### src/rtl/block_sync_rx_if.sv
// rtl/block_sync_rx_if.sv - gearbox-side header stream and lock/slip handshake for one lane
interface block_sync_rx_if #(
    parameter int HEAD_W = 2
);
    logic              valid_i;
    logic              signal_v_i;
    logic [HEAD_W-1:0] head_i;
    logic              slip_v_o;
    logic              lock_v_o;

    modport master (
        output valid_i,
        output signal_v_i,
        output head_i,
        input  slip_v_o,
        input  lock_v_o
    );

    modport slave (
        input  valid_i,
        input  signal_v_i,
        input  head_i,
        output slip_v_o,
        output lock_v_o
    );
endinterface

### src/rtl/block_sync_rx.sv
// rtl/block_sync_rx.sv - per-lane 66b sync header lock with gearbox bit-slip requests
module block_sync_rx #(
    parameter int HEAD_W      = 2,
    parameter int GOOD_N      = 64,
    parameter int WIN_N       = 1024,
    parameter int BAD_N       = 65,
    parameter int SLIP_WAIT_N = 2
) (
    input  logic          clk,
    input  logic          nreset,
    block_sync_rx_if.slave rx
);
    localparam int SH_W  = $clog2(WIN_N + 1);
    localparam int INV_W = $clog2(BAD_N + 1);
    localparam int SW_W  = $clog2(SLIP_WAIT_N + 1);

    typedef enum logic [1:0] {
        ST_INIT,
        ST_TEST,
        ST_SLIP,
        ST_SLIP_WAIT
    } state_t;

    state_t            state_q, state_d;
    logic [SH_W-1:0]   sh_cnt_q, sh_cnt_d;
    logic [INV_W-1:0]  inv_cnt_q, inv_cnt_d;
    logic [SW_W-1:0]   slip_cnt_q, slip_cnt_d;
    logic              lock_q, lock_d;
    logic              slip_q, slip_d;

    logic              head_ok;
    logic [SH_W-1:0]   sh_inc;
    logic [INV_W-1:0]  inv_inc;
    logic [SW_W-1:0]   slip_inc;

    assign head_ok  = (rx.head_i == HEAD_W'(1)) || (rx.head_i == HEAD_W'(2));
    // Saturating increments so a misconfigured window can never wrap a counter.
    assign sh_inc   = (sh_cnt_q == '1)   ? sh_cnt_q   : sh_cnt_q + SH_W'(1);
    assign inv_inc  = (inv_cnt_q == '1)  ? inv_cnt_q  : inv_cnt_q + INV_W'(1);
    assign slip_inc = (slip_cnt_q == '1) ? slip_cnt_q : slip_cnt_q + SW_W'(1);

    always_comb begin
        state_d    = state_q;
        sh_cnt_d   = sh_cnt_q;
        inv_cnt_d  = inv_cnt_q;
        slip_cnt_d = slip_cnt_q;
        lock_d     = lock_q;
        slip_d     = 1'b0;

        if (!rx.signal_v_i) begin
            state_d    = ST_INIT;
            sh_cnt_d   = '0;
            inv_cnt_d  = '0;
            slip_cnt_d = '0;
            lock_d     = 1'b0;
        end else begin
            case (state_q)
                ST_INIT: begin
                    state_d    = ST_TEST;
                    sh_cnt_d   = '0;
                    inv_cnt_d  = '0;
                    slip_cnt_d = '0;
                    lock_d     = 1'b0;
                end
                ST_TEST: begin
                    if (rx.valid_i) begin
                        if (!lock_q) begin
                            if (head_ok) begin
                                if (sh_inc == SH_W'(GOOD_N)) begin
                                    lock_d    = 1'b1;
                                    sh_cnt_d  = '0;
                                    inv_cnt_d = '0;
                                end else begin
                                    sh_cnt_d = sh_inc;
                                end
                            end else begin
                                state_d   = ST_SLIP;
                                slip_d    = 1'b1;
                                sh_cnt_d  = '0;
                                inv_cnt_d = '0;
                            end
                        // Losing lock is tested first so it wins over a coinciding window end.
                        end else if (!head_ok && (inv_inc == INV_W'(BAD_N))) begin
                            state_d   = ST_SLIP;
                            slip_d    = 1'b1;
                            lock_d    = 1'b0;
                            sh_cnt_d  = '0;
                            inv_cnt_d = '0;
                        end else if (sh_inc == SH_W'(WIN_N)) begin
                            sh_cnt_d  = '0;
                            inv_cnt_d = '0;
                        end else begin
                            sh_cnt_d = sh_inc;
                            if (!head_ok) begin
                                inv_cnt_d = inv_inc;
                            end
                        end
                    end
                end
                ST_SLIP: begin
                    state_d    = ST_SLIP_WAIT;
                    lock_d     = 1'b0;
                    sh_cnt_d   = '0;
                    inv_cnt_d  = '0;
                    slip_cnt_d = '0;
                end
                ST_SLIP_WAIT: begin
                    if (rx.valid_i) begin
                        if (slip_inc == SW_W'(SLIP_WAIT_N)) begin
                            state_d    = ST_TEST;
                            slip_cnt_d = '0;
                            sh_cnt_d   = '0;
                            inv_cnt_d  = '0;
                        end else begin
                            slip_cnt_d = slip_inc;
                        end
                    end
                end
                default: begin
                    state_d = ST_INIT;
                    lock_d  = 1'b0;
                end
            endcase
        end
    end

    always_ff @(posedge clk or negedge nreset) begin
        if (!nreset) begin
            state_q    <= ST_INIT;
            sh_cnt_q   <= '0;
            inv_cnt_q  <= '0;
            slip_cnt_q <= '0;
            lock_q     <= 1'b0;
            slip_q     <= 1'b0;
        end else begin
            state_q    <= state_d;
            sh_cnt_q   <= sh_cnt_d;
            inv_cnt_q  <= inv_cnt_d;
            slip_cnt_q <= slip_cnt_d;
            lock_q     <= lock_d;
            slip_q     <= slip_d;
        end
    end

    assign rx.lock_v_o = lock_q;
    assign rx.slip_v_o = slip_q;
endmodule

### src/flat_wrapper.sv
// flat-port wrapper written by rule: the top's interface ports become plain ports
module block_sync_rx_flat 
#(
    parameter int HEAD_W      = 2,
    parameter int GOOD_N      = 64,
    parameter int WIN_N       = 1024,
    parameter int BAD_N       = 65,
    parameter int SLIP_WAIT_N = 2
)
  (clk, nreset, rx_valid_i, rx_signal_v_i, rx_head_i, rx_slip_v_o, rx_lock_v_o);
  block_sync_rx_if #(.HEAD_W(HEAD_W)) rx_i ();
  input  logic clk;
  input  logic nreset;
  input wire logic [$bits(rx_i.valid_i)-1:0] rx_valid_i;
  input wire logic [$bits(rx_i.signal_v_i)-1:0] rx_signal_v_i;
  input wire logic [$bits(rx_i.head_i)-1:0] rx_head_i;
  output wire logic [$bits(rx_i.slip_v_o)-1:0] rx_slip_v_o;
  output wire logic [$bits(rx_i.lock_v_o)-1:0] rx_lock_v_o;
  assign rx_i.valid_i = rx_valid_i;
  assign rx_i.signal_v_i = rx_signal_v_i;
  assign rx_i.head_i = rx_head_i;
  assign rx_slip_v_o = rx_i.slip_v_o;
  assign rx_lock_v_o = rx_i.lock_v_o;
  block_sync_rx #(.HEAD_W(HEAD_W), .GOOD_N(GOOD_N), .WIN_N(WIN_N), .BAD_N(BAD_N), .SLIP_WAIT_N(SLIP_WAIT_N)) u_core (.clk(clk), .nreset(nreset), .rx(rx_i));
endmodule
### config.mk
export PLATFORM = sky130hd
export DESIGN_NAME = block_sync_rx_flat
export DESIGN_NICKNAME = d
export VERILOG_FILES = /design/src/rtl/block_sync_rx_if.sv /design/src/rtl/block_sync_rx.sv /design/src/flat_wrapper.sv
export SDC_FILE = /design/constraint.sdc
export NUM_CORES = 1
export LEC_CHECK = 0
export ABC_AREA = 0
export BUFFER_PORTS_ARGS = -buffer_cell sky130_fd_sc_hd__buf_2
export CAP_MARGIN = 10
export CORE_ASPECT_RATIO = 0.9
export CORE_MARGIN = 5
export CORE_UTILIZATION = 35
export CTS_CLUSTER_SIZE = 16
export DETAILED_ROUTE_END_ITERATION = 6
export GPL_TIMING_DRIVEN = 0
export PLACE_DENSITY = 0.56
export SLEW_MARGIN = 20
export SYNTH_ARGS = -nofsm -noshare
export SYNTH_HDL_FRONTEND = slang
export SYNTH_SLANG_ARGS = --single-unit
### constraint.sdc
create_clock -name clk -period 7.05 [get_ports clk]
set_input_delay 1.0575 -clock clk [delete_from_list [all_inputs] [get_ports clk]]
set_output_delay 1.0575 -clock clk [all_outputs]
set_load 0.01 [all_outputs]
==> impl_metrics.ini, run 1 <==
[run_status]
outcome = completed

[synthesis]
synth_top_family_by_area = compound AO/OA/AOI/OAI gates
synthXorXnorAreaFrac = 0.0280
synth_fa_ha_area_frac = 0.0467
synth.area.mux_share = 0.0107
ys_types = 52
syn_area_per_cell_um2 = 8.56
syn_area_um2 = 1870
netlist_instances = 219
synth_ff_type = dfrtp_1
yosysSeqAreaShare = 0.320
synth-async-reset-ratio = 1.00
synth_enable_flop_cells = 0
ys_ff_latch = 24
synth-simple-area-share = 0.240
syn_nets = 232
ys_warn_count = 0
synth-compound-area-share = 0.286

[floorplanning]
core_area_um2 = 5220
rows = 25
start_util = 0.359
die_width_um = 87.1
die_h_um = 79.4
num_io_pins = 8
dieArea_um2 = 6920

[pwr]
p_clk_frac = 0.262
netSwitchingFraction = 0.344
power.density_nw_per_um2 = 177
ir_worst_vdd_mv = 0.0911
p_leak_nw = 0.848
comb_power_share = 0.302
power_switching_w = 0.000125
p_seq_frac = 0.436
p_int_w = 0.000238

[clocking]
cts_tree = yes
postCtsSetupBuffers = 0
htree_levels = 1
cts-hold-fix-buffers = 0
clk_pin_slew_ns = 0.09
root_buffer = clkbuf_8
clkSinkCount = 24
numCtsBuffers = 3
cts_resized = 0
cts_max_path_buffers = 2
clock_latency_ns = 0.27

[global_route]
met1_usage = 0.179
grt_max_degree = 25
busiest_layer = met2
grt_usage = 0.127
grt_pass1_vias = 1423
overflow = 0
use_met2 = 0.200
grt_pass1_wl_mm = 7.07
grtUsageMet3 = 0.0248
antenna_found_initial = 0

[finish]
diodes = 0
drive_gt1_frac = 0.148
area_delta_synth_final_pct = 9.28
fin_cells = 297
nets = 244
final_cell_mix = a21oi_1, dfrtp_1, nand2_1
layout_commonest_cell = a21oi_1

[setup_path]
worstPathRequired_ns = 7.22
crit_fanout = 10
start_kind = flip-flop
rr_worst_depth = 9
rrSetupSlack_ns = 4.41
path_class = flip-flop to flip-flop
critPathArrivalTime_ns = 2.81
endpoint_kind = flip-flop
r2r-end = u_core.sh_cnt_q[6]
reg2reg_from = u_core.sh_cnt_q[1]

[worst_hold_path]
min_from = u_core.slip_cnt_q[1]
min_path_cells = 1
hp-class = flip-flop to flip-flop
holdPathEnd = u_core.slip_cnt_q[1]

[drt]
viasPerCell = 5.55
drtAntennaViolNets = 0
first_pass_iters = 4
drc = 0
routedWlPerCell_um = 14.2
routed_wl_mm = 4.23
initialDrtViolationCount = 116
vias = 1649

[sta]
layout_min_cycle_time_ns = 2.64
hold_viol_final = 0
timing.final.crit_share = 0.374
worstMarginPinSlew_ns = 0.744
rsz0062_at_grt = no
setup-tns-final_ns = 0
relSlewSlack = 0.503
setup_viol = 0
drv_slew = 0
fmax_mhz = 379
skew_ns = 0.00824

[placement]
portBuffers = 7
place_inst = 293
gp_congestion = 0.792
hpwlAfterDp_mm = 3.05

[job]
max_cap_violations = 0
## metrics by stage
step	utilization	power (W)	hold slack [ns]	setup slack (ns)	instance area, um^2
6_report	0.392	0.000363	0.504	4.41	2050
5_1_grt	0.392	0.000390	0.542	4.22	2050
4_1_cts	0.392	0.000370	0.509	4.40	2050
3_5_place_dp	0.382	0.000270	0.485	4.20	1990
3_3_place_gp	0.382	0.000270	0.480	4.22	1990
2_1_floorplan	-	0.000242	0.469	4.69	1870
## flip-flops by register name, indices dropped and copies added, names as in the netlist
register / cells
u_core.inv_cnt_q: 7
u_core.rx.lock_v_o: 1
u_core.rx.slip_v_o: 1
u_core.sh_cnt_q: 11
u_core.slip_cnt_q: 2
u_core.state_q: 2
## final cells by class
type                            instances  area [um^2]
Fill cell                             525         3180
Multi-Input combinational cell        172         1140
Sequential cell                        24          601
Buffer                                 12         87.6
Tap cell                               67         83.8
Clock buffer                            4         55.1
Inverter                               11         41.3
Timing Repair Buffer                    7         35.0
## logic make-up (layout without fill, tap and decap cells)
family,Yosys count,in the layout
xor gates and xnor gates,6,6
AOI/OAI and AO/OA,76,76
and+or+nand+nor,81,81
DFF,24,24
adders and majority gates,7,7
muxes,2,2
buffers and inverters,23,34
## metal layers
metal / part of all wire / vias to the layer above
li1: - / 840
met3: 0.034 / 4
met4: 0.011 / 0
met1: 0.50 / 777
met2: 0.46 / 28
met5: 0 / -
## power groups by stage
| stage | Combinational (W) | Sequential (W) | Clock (W) |
|---|---|---|---|
| floorplan | 0.0000834 | 0.000158 | 0 |
| global placement | 0.000110 | 0.000161 | 0 |
| detailed placement | 0.000110 | 0.000161 | 0 |
| CTS | 0.000110 | 0.000158 | 0.000101 |
| global route | 0.000126 | 0.000160 | 0.000104 |
| finish | 0.000110 | 0.000158 | 0.0000948 |
## worst max-delay path, stage by stage (launching register included)
cell,delay [ns]
dfrtp_1,0.47
ha_1,0.21
buf_2,0.18
and3_1,0.26
and4b_1,0.19
nor3_1,0.33
nor4_2,0.14
nor3b_4,0.37
a31oi_4,0.13
a211oi_1,0.27
## synth_stat cells, types with 2 or more instances
cell type   n  area (um^2)
o21ai_0    10         50.1
buf_2       3         15.0
inv_1      11         41.3
and3_1      9         56.3
buf_6       5         56.3
a211oi_1    3         22.5
a21oi_1    26          130
and4_1      4         35.0
a31o_2      5         43.8
and2_1      6         37.5
nor3_1      3         15.0
nand3_1    10         50.1
mux2i_1     2         20.0
dfrtp_1    24          601
or3_1       3         18.8
a31oi_1     6         37.5
a41oi_1     2         17.5
nand4_1     3         18.8
nand2b_1    4         25.0
o22ai_1     5         31.3
nand2_1    23         86.3
nor2_1      9         33.8
nand3b_1    2         15.0
xnor2_1     3         26.3
ha_1        7         87.6
xor2_1      3         26.3
clkbuf_1    3         11.3
## worst max-delay path by stage
stage                     slack, ns                   to          startpoint
after floorplan                4.69  u_core.inv_cnt_q[0]          rx_valid_i
after global placement         4.22  u_core.inv_cnt_q[3]          rx_valid_i
after detailed placement       4.20  u_core.inv_cnt_q[3]          rx_valid_i
after CTS                      4.40   u_core.sh_cnt_q[6]  u_core.sh_cnt_q[1]
after global routing           4.22   u_core.sh_cnt_q[6]  u_core.sh_cnt_q[1]
final                          4.41   u_core.sh_cnt_q[6]  u_core.sh_cnt_q[1]
No activity file was read; power rests on OpenSTA's default activity.
==> inputs of run 2 (changes only) <==
- PLACE_DENSITY: 0.56 -> 0.58
- clock period: 7.05 -> 2.4 ns (I/O delays scaled with it)
==> run 2 against run 1 <==
  * Fmax grew 12%
  * Core utilization grew 5.4 points
  * Count of clock-buffer cells in the layout unchanged
  * Critical endpoint is now u_core.sh_cnt_q[7]
  * Die area stayed put
==> impl_metrics.ini, run 2 (synthesis gave the netlist of run 1 again) <==
[finish]
fillers = 502
reg_top3 = u_core.sh_cnt_q (11), u_core.inv_cnt_q (7)
fin_cells = 314
largest_reg_flops = 11
drive_gt1_frac = 0.283
final_cell_mix = a21oi_1, nand2_1, dfrtp_1
diodes = 0
final_util = 0.446
area_delta_synth_final_pct = 24.3
layout_commonest_cell = a21oi_1
nets = 261
regMostFlops = u_core.sh_cnt_q

[clocking]
clk_pin_slew_ns = 0.10
cts_tree = yes
root_buffer = clkbuf_8
cts_max_path_buffers = 2
clkSinkCount = 24
htree_levels = 1
numCtsBuffers = 3
clock_latency_ns = 0.28

[pwr]
power.density_nw_per_um2 = 504
ir_worst_vdd_mv = 0.255
p_leak_nw = 0.944

[global_route]
met1_usage = 0.188
grt_usage = 0.135
busiest_layer = met2
grtUsageMet3 = 0.0165
grt_pass1_vias = 1612
grt_pass1_wl_mm = 7.63
overflow = 0
antenna_found_initial = 0
grt_max_degree = 25
use_met2 = 0.218

[sta]
rsz0062_at_grt = yes
hold_viol_final = 0
skew_ns = 0.00764
timing.final.crit_share = 0.980
worstMarginPinSlew_ns = 0.583
setup_viol = 0
hold_ws_ns = 0.0696
drv_slew = 0
fmax_mhz = 425
relSlewSlack = 0.612
layout_min_cycle_time_ns = 2.35

[drt]
routed_wl_mm = 4.52
viasPerCell = 5.59
first_pass_iters = 4
initialDrtViolationCount = 119
drc = 0
drtAntennaViolNets = 0
vias = 1755
routedWlPerCell_um = 14.4

[floorplanning]
die_width_um = 87.1
num_io_pins = 8
rows = 25
start_util = 0.359
die_h_um = 79.4
core_area_um2 = 5220
dieArea_um2 = 6920

[setup_path]
crit_path_cell_trace = ha_4, buf_6, xor2_1, a31oi_1, nand4_1, buf_4, nor4_4, nor3b_4, a31oi_4, buf_12, o22ai_1
start_kind = flip-flop
rrSetupSlack_ns = 0.05
rr_worst_depth = 11
crit_fanout = 10
worstPathRequired_ns = 2.56
endpoint_kind = flip-flop
critical-path-max-stage-delay_ns = 0.45
critPathArrivalTime_ns = 2.51
path_delay_family = simple AND/OR/NAND/NOR gates
reg2reg_from = u_core.sh_cnt_q[1]
path_class = flip-flop to flip-flop
r2r-end = u_core.sh_cnt_q[7]
crit_buf_inv = 3
cp_slowest_cell = dfrtp_2

[placement]
hpwlAfterDp_mm = 2.97
gp_congestion = 0.825
portBuffers = 7
place_inst = 293

[worst_hold_path]
hp-class = primary input to async pin

[run_status]
outcome = completed

[job]
max_cap_violations = 0
[run 2: what timing repair did]
item                       4_1_cts  5_1_grt
hold buffers                     0        0
pin swaps                        6       12
gates resized for setup         10       24
setup buffers                   11        5
setup endpoints to repair       19       18
cloned                           0        1
[run 2: how the worst max path moves through the flow]
stage	depth (start not counted)	startpoint	end
after global placement	7	u_core.sh_cnt_q[0]	u_core.sh_cnt_q[6]
after CTS	10	u_core.sh_cnt_q[1]	u_core.inv_cnt_q[1]
after global routing	10	u_core.sh_cnt_q[10]	u_core.sh_cnt_q[0]
final	11	u_core.sh_cnt_q[1]	u_core.sh_cnt_q[7]
after floorplan	9	u_core.sh_cnt_q[1]	u_core.sh_cnt_q[6]
after detailed placement	9	u_core.sh_cnt_q[1]	u_core.sh_cnt_q[7]
[run 2: area by class of cell]
cell class                      count  area (um^2)  share of cell area
Buffer                             12         95.1              0.0408
Clock buffer                        4         55.1              0.0236
Inverter                           11         41.3              0.0177
Multi-Input combinational cell    172         1270               0.547
Sequential cell                    24          604               0.259
Tap cell                           67         83.8              0.0360
Timing Repair Buffer               24          176              0.0757
[run 2: metal layers]
layer / up-vias / part of all wire / routed length (um)
met5: - / 0 / 0
li1: 876 / - / -
met1: 860 / 0.49 / 2200
met4: 0 / 0.012 / 55
met2: 15 / 0.48 / 2180
met3: 4 / 0.018 / 83
[run 2: metrics by stage]
step                total power (W)  cell area, um^2  worst slack (ns)  TNS [ns]
global route                0.00126             2330           -0.0837    -0.865
floorplan                  0.000710             1870             0.111         0
detailed placement         0.000795             1990            -0.211     -2.70
CTS                         0.00113             2190          0.000157         0
finish                      0.00117             2330            0.0489         0
global placement           0.000794             1990            -0.231     -3.02
[run 2: report_power, final]
part	internal [W]	switching, W	total [W]
logic	0.000188	0.000232	0.000420
registers	0.000431	0.0000298	0.000461
clock network	0.000147	0.000147	0.000294
==> inputs of run 3 (changes only) <==
- CORE_UTILIZATION: 35 -> 55
- PLACE_DENSITY: 0.58 -> 0.81
==> run 3 against run 2 <==
  * The run now ends with negative setup slack left
  * Core utilization up 25 points
  * Via count up 5.5%
  * Clock power down 3%
  * Non-clock buffer count unchanged
  * Largest power group unchanged
==> impl_metrics.ini, run 3 (synthesis gave the netlist of run 1 again) <==
[finish]
diodes = 0
drive_gt1_frac = 0.298
multi_input_area_um2 = 1300
regMostFlops = u_core.sh_cnt_q
area_delta_synth_final_pct = 23.6
nets = 262
largest_reg_flops = 11
final_cell_mix = a21oi_1, dfrtp_1, nand2_1
final_util = 0.696
fillers = 252
seqCellArea_um2 = 602
layout_commonest_cell = a21oi_1
reg_top3 = u_core.sh_cnt_q (11), u_core.inv_cnt_q (7)

[sta]
layout_setup_ws_ns = -0.0660
layout_min_cycle_time_ns = 2.47
timing.final.crit_share = 1.03
skew_ns = 0.00230
relSlewSlack = 0.637
fmax_mhz = 406
setup-tns-final_ns = -0.235
worstMarginPinSlew_ns = 0.544
setup_viol = 6
drv_slew = 0
rsz0062_at_grt = yes
hold_viol_final = 0

[worst_hold_path]
hp-class = primary input to async pin

[clocking]
clkSinkCount = 24
clock_latency_ns = 0.27
root_buffer = clkbuf_8
cts_max_path_buffers = 2
htree_levels = 1
numCtsBuffers = 3
cts_tree = yes
clk_pin_slew_ns = 0.09

[drt]
first_pass_iters = 7
initialDrtViolationCount = 184
drtAntennaViolNets = 0
vias = 1851
routedWlPerCell_um = 17.0
viasPerCell = 6.34
routed_wl_mm = 4.98
drc = 0

[placement]
gp_congestion = 0.854
hpwlAfterDp_mm = 2.88
portBuffers = 7

[setup_path]
crit_fanout = 9
reg2reg_from = u_core.sh_cnt_q[4]
start_kind = flip-flop
path_class = flip-flop to flip-flop
worstPathRequired_ns = 2.54
r2r-end = u_core.sh_cnt_q[7]
endpoint_kind = flip-flop
rr_worst_depth = 10
critPathArrivalTime_ns = 2.61
rrSetupSlack_ns = -0.07

[job]
max_cap_violations = 0

[floorplanning]
core_area_um2 = 3330
die_width_um = 71.5
die_h_um = 65.4
rows = 20
start_util = 0.563
dieArea_um2 = 4680
num_io_pins = 8

[global_route]
grt_pass1_vias = 1603
grt_usage = 0.205
grt_pass1_wl_mm = 7.71
overflow = 0
grt_max_degree = 25
antenna_found_initial = 0

[run_status]
violations = negative setup slack
outcome = finished, violations left

[pwr]
power.density_nw_per_um2 = 513
p_leak_nw = 0.950
ir_worst_vdd_mv = 0.447
run 3: changes by cell type in the layout (fill, tap and decap cells not counted), moves of 2 or more:
cell and change:
dfrtp_2 -2, a21oi_1 -2, a211oi_2 +2, a21oi_2 +2, dfrtp_1 +2
run 3: how the worst max path moves through the flow:
stage	from	slack [ns]	to
5_1_grt	u_core.sh_cnt_q[8]	-0.17	u_core.sh_cnt_q[6]
3_5_place_dp	u_core.sh_cnt_q[0]	-0.23	u_core.sh_cnt_q[7]
2_1_floorplan	u_core.sh_cnt_q[1]	0.11	u_core.sh_cnt_q[6]
6_report	u_core.sh_cnt_q[4]	-0.07	u_core.sh_cnt_q[7]
3_3_place_gp	u_core.sh_cnt_q[0]	-0.20	u_core.sh_cnt_q[6]
4_1_cts	u_core.inv_cnt_q[0]	0.006	u_core.sh_cnt_q[7]
run 3: final cells by class:
cell class,instances,share of cell area
plain buffers,12,0.0410
clock buffers,4,0.0238
repair buffers,24,0.0734
multi-input cells,173,0.560
inverters,11,0.0178
flip-flops and latches,24,0.260
well taps,44,0.0238
run 3: repair_timing:
| item | 4_1_cts | 5_1_grt |
|---|---|---|
| gates cloned | 1 | 0 |
| pin swaps | 6 | 16 |
| buffers inserted | 9 | 8 |
| setup endpoints to repair | 19 | 19 |
| resized for setup | 15 | 19 |
| hold buffers | 0 | 0 |
run 3: worst max-delay path, stage by stage (launching register included):
cell	delay [ns]
dfrtp_1	0.52
and4_1	0.24
buf_2	0.21
and2_1	0.18
buf_6	0.14
a31oi_2	0.12
nor4_4	0.32
nor3b_4	0.08
buf_6	0.14
a31oi_4	0.26
o22ai_1	0.13
run 3: report_power, final:
group          internal, W  leakage [nW]  total (W)  switching (W)
logic             0.000184         0.591   0.000447       0.000262
clock network     0.000147        0.0288   0.000286       0.000139
registers         0.000430         0.330   0.000456      0.0000263
run 3: layer usage:
metal / global-route usage / part of all wire / routed length, um
met1: 0.284 / 0.44 / 2180
met2: 0.339 / 0.49 / 2440
met3: 0.0245 / 0.061 / 303
met5: 0 / 0 / 0
met4: 0.0540 / 0.0096 / 48
run 3: per-stage QoR:
| step | instances | hold WS [ns] | power [W] | worst slack, ns | area [um^2] |
|---|---|---|---|---|---|
| after floorplan | 219 | 0.0644 | 0.000710 | 0.111 | 1870 |
| after global placement | 270 | 0.370 | 0.000784 | -0.200 | 1960 |
| after detailed placement | 270 | 0.373 | 0.000789 | -0.234 | 1960 |
| after CTS | 284 | 0.0808 | 0.00111 | 0.00595 | 2170 |
| after global routing | 292 | 0.102 | 0.00126 | -0.174 | 2320 |
| final | 292 | 0.0600 | 0.00119 | -0.0660 | 2320 |
